**src/rtl/glyph_rain_engine.sv**
```systemverilog
// Glyph-rain renderer: per-column drop state refreshed by a once-per-frame column sweep, 2-cycle render pipeline.
// Optional macro GLYPH_RAIN_MUTATE_EN adds per-column glyph seeds that flicker during the sweep.
module glyph_rain_engine #(
  parameter int          COLS        = 80,
  parameter int          ROWS        = 40,
  parameter int          CELL_W_LOG2 = 3,
  parameter int          CELL_H      = 12,
  parameter int          TAIL_LEN    = 8,
  parameter int          SPAWN_LOG2  = 3,
  parameter int          GLYPH_W     = 6,
  parameter int          HEAD_W      = 7,
  parameter logic [15:0] LFSR_SEED   = 16'hACE1
) (
  input  logic                   clk,
  input  logic                   reset,
  input  logic [9:0]             hpos,
  input  logic [9:0]             vpos,
  input  logic                   display_on,
  input  logic                   hsync_in,
  input  logic                   vsync_in,
  input  logic [1:0]             palette_sel,
  output logic [GLYPH_W-1:0]     glyph_index,
  output logic [CELL_W_LOG2-1:0] glyph_x,
  output logic [3:0]             glyph_y,
  input  logic                   glyph_pixel,
  output logic [5:0]             rgb,
  output logic                   hsync_out,
  output logic                   vsync_out,
  output logic                   sweep_busy
);
  localparam int CX_W  = 10 - CELL_W_LOG2;
  localparam int CY_W  = 8;
  localparam int D_W   = CY_W + 2;
  localparam int COL_W = (COLS > 1) ? $clog2(COLS) : 1;

  typedef enum logic {IDLE, SWEEP} state_t;

  state_t                     state;
  logic [COL_W-1:0]           k;
  logic [15:0]                lfsr, lfsr_nxt, frame;
  logic                       vsync_prev;
  logic [COLS-1:0]            active, speed;
  logic [COLS-1:0][HEAD_W-1:0] head;
  logic [GLYPH_W-1:0]         seed_term;

  logic [3:0]       gy, gy_nxt;
  logic [CY_W-1:0]  cy, cy_nxt;
  logic [CX_W-1:0]  cx;
  logic             col_ok, in_grid, in_tail;
  logic [COL_W-1:0] col;
  logic [D_W-1:0]   d;
  logic [1:0]       level;
  logic [GLYPH_W-1:0] gsum;

  logic       lit1, tip1, hs1, vs1;
  logic [1:0] lvl1, pal1;
  logic [5:0] shade;

  // Row counters advance on the hpos==0 sample and that sample already sees the new value.
  always_comb begin
    gy_nxt = gy;
    cy_nxt = cy;
    if (hpos == '0) begin
      if (vpos == '0) begin
        gy_nxt = '0;
        cy_nxt = '0;
      end else if (gy == 4'(CELL_H - 1)) begin
        gy_nxt = '0;
        cy_nxt = cy + 1'b1;
      end else begin
        gy_nxt = gy + 1'b1;
      end
    end
  end

  assign cx      = hpos[9:CELL_W_LOG2];
  assign col_ok  = cx < CX_W'(COLS);
  assign in_grid = col_ok && (cy_nxt < CY_W'(ROWS));
  assign col     = col_ok ? COL_W'(cx) : '0;
  // d is two's complement; the MSB flags rows below the head
  assign d       = D_W'(head[col]) - D_W'(cy_nxt);
  assign in_tail = !d[D_W-1] && (d < D_W'(TAIL_LEN));
  assign level   = 2'd3 - 2'({d, 2'b00} / (D_W+2)'(TAIL_LEN));
  assign gsum    = GLYPH_W'(16'(cx) * 16'd7 + 16'(cy_nxt) * 16'd13 + 16'(seed_term));

`ifdef GLYPH_RAIN_MUTATE_EN
  logic [COLS-1:0][GLYPH_W-1:0] seed;
  assign seed_term = col_ok ? seed[col] : '0;
`else
  assign seed_term = '0;
`endif

  always_ff @(posedge clk or posedge reset) begin
    if (reset) begin
      gy <= '0; cy <= '0;
      glyph_index <= '0; glyph_x <= '0; glyph_y <= '0;
      lit1 <= 1'b0; tip1 <= 1'b0; lvl1 <= '0; pal1 <= '0; hs1 <= 1'b0; vs1 <= 1'b0;
    end else begin
      gy <= gy_nxt;
      cy <= cy_nxt;
      glyph_index <= gsum;
      glyph_x     <= hpos[CELL_W_LOG2-1:0];
      glyph_y     <= gy_nxt;
      lit1 <= display_on && in_grid && active[col] && in_tail;
      tip1 <= (d == '0);
      lvl1 <= level;
      pal1 <= palette_sel;
      hs1  <= hsync_in;
      vs1  <= vsync_in;
    end
  end

  always_comb begin
    shade = '0;
    case (pal1)
      2'd0:    shade = {2'b00, lvl1, 2'b00};
      2'd1:    shade = {lvl1, 1'b0, lvl1[1], 2'b00};
      2'd2:    shade = {2'b00, lvl1, lvl1};
      default: shade = {lvl1, lvl1, lvl1};
    endcase
  end

  always_ff @(posedge clk or posedge reset) begin
    if (reset) begin
      rgb <= '0; hsync_out <= 1'b0; vsync_out <= 1'b0;
    end else begin
      rgb       <= (lit1 && glyph_pixel) ? (tip1 ? 6'h3F : shade) : '0;
      hsync_out <= hs1;
      vsync_out <= vs1;
    end
  end

  assign lfsr_nxt = lfsr[0] ? ((lfsr >> 1) ^ 16'hB400) : (lfsr >> 1);

  // Column sweep: one column per cycle; decisions use the LFSR value before it advances.
  always_ff @(posedge clk or posedge reset) begin
    if (reset) begin
      state <= IDLE; k <= '0; frame <= '0; lfsr <= LFSR_SEED; vsync_prev <= 1'b0;
      sweep_busy <= 1'b0; active <= '0; speed <= '0; head <= '0;
`ifdef GLYPH_RAIN_MUTATE_EN
      seed <= '0;
`endif
    end else begin
      vsync_prev <= vsync_in;
      case (state)
        IDLE: if (vsync_in && !vsync_prev) begin
          state      <= SWEEP;
          k          <= '0;
          frame      <= frame + 1'b1;
          sweep_busy <= 1'b1;
        end
        SWEEP: begin
          lfsr <= lfsr_nxt;
          if (active[k]) begin
`ifdef GLYPH_RAIN_MUTATE_EN
            if (lfsr[1:0] == 2'b11) seed[k] <= seed[k] + 1'b1;
`endif
            if (head[k] == HEAD_W'(ROWS + TAIL_LEN - 1)) active[k] <= 1'b0;
            else if (speed[k] || frame[0]) head[k] <= head[k] + 1'b1;
          end else if (lfsr[SPAWN_LOG2-1:0] == '0) begin
            active[k] <= 1'b1;
            head[k]   <= '0;
            speed[k]  <= lfsr[15];
          end
          if (k == COL_W'(COLS - 1)) begin
            state      <= IDLE;
            sweep_busy <= 1'b0;
          end else begin
            k <= k + 1'b1;
          end
        end
        default: state <= IDLE;
      endcase
    end
  end
endmodule

```
**config.mk**
```make
export PLATFORM = sky130hd
export DESIGN_NAME = glyph_rain_engine
export DESIGN_NICKNAME = d
export VERILOG_FILES = /design/src/rtl/glyph_rain_engine.sv
export SDC_FILE = /design/constraint.sdc
export NUM_CORES = 2
export LEC_CHECK = 0
export ABC_AREA = 1
export ABC_CLOCK_PERIOD_IN_PS = 36600
export CAP_MARGIN = 20
export CELL_PAD_IN_SITES_DETAIL_PLACEMENT = 1
export CELL_PAD_IN_SITES_GLOBAL_PLACEMENT = 1
export CORE_ASPECT_RATIO = 0.5
export CORE_MARGIN = 5
export CORE_UTILIZATION = 26
export DETAILED_ROUTE_END_ITERATION = 6
export PLACE_DENSITY = 0.54
export SLEW_MARGIN = 40
export SYNTH_ARGS = -nofsm -noshare
export SYNTH_HDL_FRONTEND = slang
export SYNTH_SLANG_ARGS = --single-unit
```
**constraint.sdc**
```tcl
create_clock -name clk -period 36.6 [get_ports clk]
set_clock_uncertainty 0.2 [all_clocks]
set_input_delay 7.32 -clock clk [delete_from_list [all_inputs] [get_ports clk]]
set_output_delay 7.32 -clock clk [all_outputs]
set_load 0.02 [all_outputs]
```
Yosys cells after proc, flatten, opt, wreduce, memory -nomap -nowiden
Index checks and enable logic that the tools add are counted.
{"block": "totals", "register_bits": 798, "in_bits": 28, "elab_cells": 200}
{"block": "classes", "n_addsub": 8, "mul": 2, "order_cmp": 6, "n_eq_ne": 11, "mux": 42, "bitwise_logic": 8, "reduce_logical": 23}
{"operator": "2-to-1 mux 560 bit", "n": 4}
{"operator": "AND 560 bit", "n": 1}
{"operator": "bitwise mux 560 bit", "n": 1}
{"operator": "NOT 560 bit", "n": 1}
{"operator": "2-to-1 mux 80 bit", "n": 3}
{"operator": "binary-select mux 7 bit (select 7 bit)", "n": 2}
{"operator": "AND 80 bit", "n": 1}
{"operator": "bitwise mux 80 bit", "n": 1}
{"operator": "NOT 80 bit", "n": 1}
{"operator": "bitwise OR 80 bit", "n": 1}
{"operator": "demux 7 bit (select 7 bit)", "n": 1}
{"operator": "2-to-1 mux 7 bit", "n": 6}
{"operator": "logical NOT 10 bit", "n": 3}
{"operator": "2-to-1 mux 8 bit", "n": 3}
{"operator": "binary-select mux 1 bit (select 7 bit)", "n": 3}
{"operator": "case mux 6 bit (3 select lines)", "n": 1}
{"operator": "adder 16 x 1 -> 16 bit (second input constant)", "n": 1}
{"operator": "less-than comparator 7 x 8 -> 1 bit (second input constant)", "n": 2}
{"operator": "2-to-1 mux 16 bit", "n": 1}
{"operator": "adder 7 x 1 -> 7 bit (second input constant)", "n": 2}
{"operator": "case mux 7 bit (2 select lines)", "n": 1}
{"operator": "2-to-1 mux 6 bit", "n": 2}
{"operator": "less-than comparator 10 x 4 -> 1 bit (second input constant)", "n": 1}
{"operator": "subtractor 7 x 8 -> 9 bit", "n": 1}
{"operator": "31 further kinds", "n": 56}

Logic depth before layout (Yosys ltp)
{"block": "depth", "word_depth": 9, "mapped_depth": 28, "mapped_depth_nobuf": 24}

Worst setup path after synthesis
No wires, ideal clock.
{"block": "synth_path", "path_kind": "input-to-reg", "from": "input hpos[3]", "to": "register glyph_index[5]", "t_arrival_ps": 11532, "t_required_ps": 36282, "slack_ps": 24749, "path_stages": 24, "path_buffers": 1, "path_cell_list": "clkbuf_1 nor2_1 nand4_1 nor2_1 nand2_1 nor2_1 xor2_1 nor2_1 inv_1 fa_1 inv_1 ha_1 inv_1 fa_1 fa_1 inv_1 ha_1 nand3_1 nand2_1 xnor2_1 xor2_1 xor2_1 xnor2_1 inv_1"}
{"block": "synth_via", "elab_chain_len": 4}
{"item": "start: declaration", "line": "16", "text": "input logic [9:0] hpos,"}
{"item": "logical NOT 10 bit", "line": "63", "text": "if (hpos == '0) begin"}
{"item": "2-to-1 mux 8 bit", "line": "63"}
{"item": "named net cy_nxt[2]", "line": "47", "text": "logic [CY_W-1:0] cy, cy_nxt;"}
{"item": "multiplier 8 x 4 -> 6 bit", "line": "84", "text": "assign gsum = GLYPH_W'(16'(cx) * 16'd7 + 16'(cy_nxt) * 16'd13 + 16'(seed_term));"}
{"item": "adder 6 bit", "line": "84"}
{"item": "named net gsum[5]", "line": "53", "text": "logic [GLYPH_W-1:0] gsum;"}
{"item": "end signal: assignment", "line": "101", "text": "glyph_index <= gsum;"}
{"item": "end: declaration", "line": "22", "text": "output logic [GLYPH_W-1:0] glyph_index,"}
The timed path passes the listed nets, and every way through them passes these cells.
A chain may end at the register's enable or synchronous reset.

Final worst setup path
{"block": "layout_path", "from": "input hpos[7]", "to": "register lit1"}
{"block": "layout_via", "elab_chain_len": 8}
{"item": "less-than comparator 7 bit", "line": "77", "text": "assign col_ok = cx < CX_W'(COLS);"}
{"item": "2-to-1 mux 7 bit", "line": "79", "text": "assign col = col_ok ? COL_W'(cx) : '0;"}
{"item": "binary-select mux 7 bit (select 7 bit)", "line": "81", "text": "assign d = D_W'(head[col]) - D_W'(cy_nxt);"}
{"item": "2-to-1 mux 7 bit (not written as such)", "line": "81"}
{"item": "subtractor 7 x 8 -> 9 bit", "line": "81"}
{"item": "less-than comparator 10 x 4 -> 1 bit / logical NOT 1 bit (equally long branches)", "line": "82", "text": "assign in_tail = !d[D_W-1] && (d < D_W'(TAIL_LEN));"}
{"item": "logical AND 1 bit", "line": "82"}
{"item": "logical AND 1 bit *", "line": "104", "text": "lit1 <= display_on && in_grid && active[col] && in_tail;"}
{"item": "end signal: assignment", "line": "104"}
{"item": "end: declaration", "line": "55", "text": "logic lit1, tip1, hs1, vs1;"}
Mark *: on every way between the ends. The rest lies on a longest branch, timed or not. The select of a mux whose other input is x is not followed.

==> run metrics <==
final-report max-slew violation count=0; crit path DAT=14.01 ns; sequential standard cell area=19,600 sq um; Die X-Extent=665 microns; Worst-path clk slew=0.07 ns; average wire per standard cell=25.3 microns; number of distinct standard cells referenced by the synthesized netlist=57; Die Outline Area=224,000 sq um; via count=61,400; global routing usage summed across all routing layers=0.253; Yosys top cell by area=sky130_fd_sc_hd__dfrtp_1; clk buf depth=3; total grt overflow=0; Synth async-reset ratio=1.00; largest net degree at the start of global routing=159; clock latency of the later-clocked register in the worst-skew pair=0.75 ns; deepest level of the CTS H-tree=3; number of buffers inserted during clock tree synthesis=90; worst-case headroom to the max-slew limit=0.359; stage delay of the slowest cell on the critical path=0.73 ns; netlist area before placement=55,800 sq um; CP Cell Sequence=clkdlybuf4s50_1, o21ai_0, nand2_4, buf_4, buf_4, buf_4, o21ai_0, o221a_2, nor3_1, o21ai_0, nand3_1, nand3_1, nand2_1, ha_1, a211oi_1, o2111ai_1, a21oi_1, nand2_1, nor3_1, nand2_1, inv_1; area inside the core boundary=214,000 sq um; post-CTS sizing=0; synthesized netlist cell count=8,846; CTS root buffer=sky130_fd_sc_hd__clkbuf_16; critical path peak fanout=79; antenna violation net count after detailed routing=0; cell at the slowest stage of the critical path=sky130_fd_sc_hd__buf_4; list of most frequent post-synthesis cells=3,892 x sky130_fd_sc_hd__nand2_1, 1,042 x sky130_fd_sc_hd__nand3_1, 775 x sky130_fd_sc_hd__dfrtp_1, 704 x sky130_fd_sc_hd__o21ai_0, 542 x sky130_fd_sc_hd__inv_1; # port buffers=49; maximum clock frequency=0.0739 GHz; first-pass GRT wire length=427,000 microns; # setup viols final=0; total detailed-routing wirelength=292,000 microns; crit share post-route=0.370; number of hold-slack violations in the final timing report=0; unrepaired setup endpoints after global routing=no; outcome=complete, but fails checks; crit path capture type=flip-flop; # placed instances=11,400; startpoint type of the worst setup path=primary input; clock sink count=783; drt first pass iters=7; main flop type after synthesis=sky130_fd_sc_hd__dfrtp_1; Max Cap Violations=0; number of buffers inserted by hold repair at cts=0; flops & latches, synth=783; weighted congestion reported at the end of routability-driven placement=0.895; TritonCTS clock tree=yes; Mapped Nets=8,908; number of violations reported at the end of detailed-routing iteration 0=5,890; number of synthesized flops with an enable pin=0; worst setup path class=primary input to flip-flop; layout-stage area growth over the synthesis result=10.9%; Die Y=338 microns; top area cells in the synthesized netlist=sky130_fd_sc_hd__dfrtp_1 35%, sky130_fd_sc_hd__nand2_1 26%, sky130_fd_sc_hd__nand3_1 9.3%, sky130_fd_sc_hd__o21ai_0 6.3%, sky130_fd_sc_hd__inv_1 3.6%; Worst Path Required=37.08 ns; class of the worst hold path=flip-flop to flip-flop; post-CTS setup buffer count=0; Starting Density=0.261; failing checks=design-rule violations; number of top-level design ports=50; area used by multi-input combinational logic=31,400 sq um; proportion of netlist area held by the largest area contributor=0.348; via count normalized by instance count=5.32; shortest period the worst path allows=13.53 ns; static leakage power=30.0 nW; initial antenna violation count=13; number of cell rows=120; number of standard cells in the layout, taps in and fillers out=11,500; power per standard cell area=109 nW/um^2; Detailed Place HPWL=191,000 microns; # fillers=27,100; DRC violations left=1; share of layout cells above drive strength 1=0.0568; final net count=8,652; Seq/Total Area, Yosys=0.351; worst IR drop on VDD=0.196 mV; slew at the pin closest to its max-slew limit=0.962 ns; synth warn=0; most instantiated library cell after synthesis=sky130_fd_sc_hd__nand2_1; vias in the first global route=59,600; TNS Setup=0 ns; Mean Syn Cell Area=6.31 sq um
-- layout make-up --
| class | count | share of cell area |
|---|---|---|
| Multi-Input combinational cell | 6910 | 0.508 |
| Clock inverter | 33 | 0.00724 |
| Sequential cell | 783 | 0.317 |
| Antenna cell | 4 | 0.000162 |
| Inverter | 627 | 0.0389 |
| Clock buffer | 134 | 0.0438 |
| Tap cell | 2867 | 0.0580 |
| Timing Repair Buffer | 178 | 0.0268 |
-- layout by cell type, fill, tap and decap left out, types with 27 or more instances in the layout --
cell,n
sky130_fd_sc_hd__buf_4,104
sky130_fd_sc_hd__nand4_1,181
sky130_fd_sc_hd__clkinv_1,73
sky130_fd_sc_hd__o211ai_1,117
sky130_fd_sc_hd__nor2_1,411
sky130_fd_sc_hd__clkdlybuf4s50_1,48
sky130_fd_sc_hd__clkbuf_8,27
sky130_fd_sc_hd__nand4_2,69
sky130_fd_sc_hd__o21ai_1,74
sky130_fd_sc_hd__dfrtp_1,772
sky130_fd_sc_hd__nor2_2,61
sky130_fd_sc_hd__inv_1,538
sky130_fd_sc_hd__clkbuf_16,91
sky130_fd_sc_hd__o21ai_0,702
sky130_fd_sc_hd__nand3_1,1037
sky130_fd_sc_hd__nand2_1,3886
sky130_fd_sc_hd__a21oi_1,104
sky130_fd_sc_hd__nor3_1,34
sky130_fd_sc_hd__o22ai_1,27
-- per-stage QoR --
step                      total power [mW]  setup WS, ns  instance area [sq um]  utilization  hold slack, ns
after floorplan                       3.80          7.11                  55800            -           0.131
after CTS                             6.64         23.41                  61800        0.289           0.156
final                                 6.72         23.07                  61900        0.290           0.154
after detailed placement              5.61         22.61                  58700        0.275           0.148
after global placement                5.58         22.56                  58600        0.274           0.135
after global routing                  7.03         22.78                  61900        0.290           0.157
-- worst paths after layout --
check,from,end,slack (ns),depth (start not counted)
max in group asynchronous,reset,head[196],26.63,6
max reg2reg,k[1],head[76],27.96,22
max,hpos[7],lit1,23.07,21
min,hs1,hsync_out,0.15,0
min in group asynchronous,reset,head[75],6.81,2
min reg2reg,hs1,hsync_out,0.15,0
-- worst max-delay path, delay by kind of cell --
family          cells  cell delay [ns]
buf+inv             5             2.62
simple gates        8             1.96
compound gates      7             1.64
fa+ha+maj           1             0.32
-- cells by family after synthesis --
logic type	after synthesis	share of synthesized area
simple gates	5741	0.437
buf+inv	1153	0.0880
flops	783	0.351
compound gates	1113	0.111
fa+ha+maj	34	0.00897
xor+xnor	22	0.00345
-- layer usage --
| layer | track usage | wire length [microns] |
|---|---|---|
| met4 | 0.0621 | 7510 |
| met3 | 0.0445 | 19900 |
| met1 | 0.364 | 138000 |
| met5 | 0 | 19 |
| met2 | 0.392 | 126000 |
-- power by group --
part / internal (mW) / leakage, nW / switching [mW]
Clock: 0.577 / 1.56 / 0.445
Combinational: 0.830 / 17.8 / 3.63
Sequential: 1.02 / 10.7 / 0.219
(Power assumes the default switching activity.)
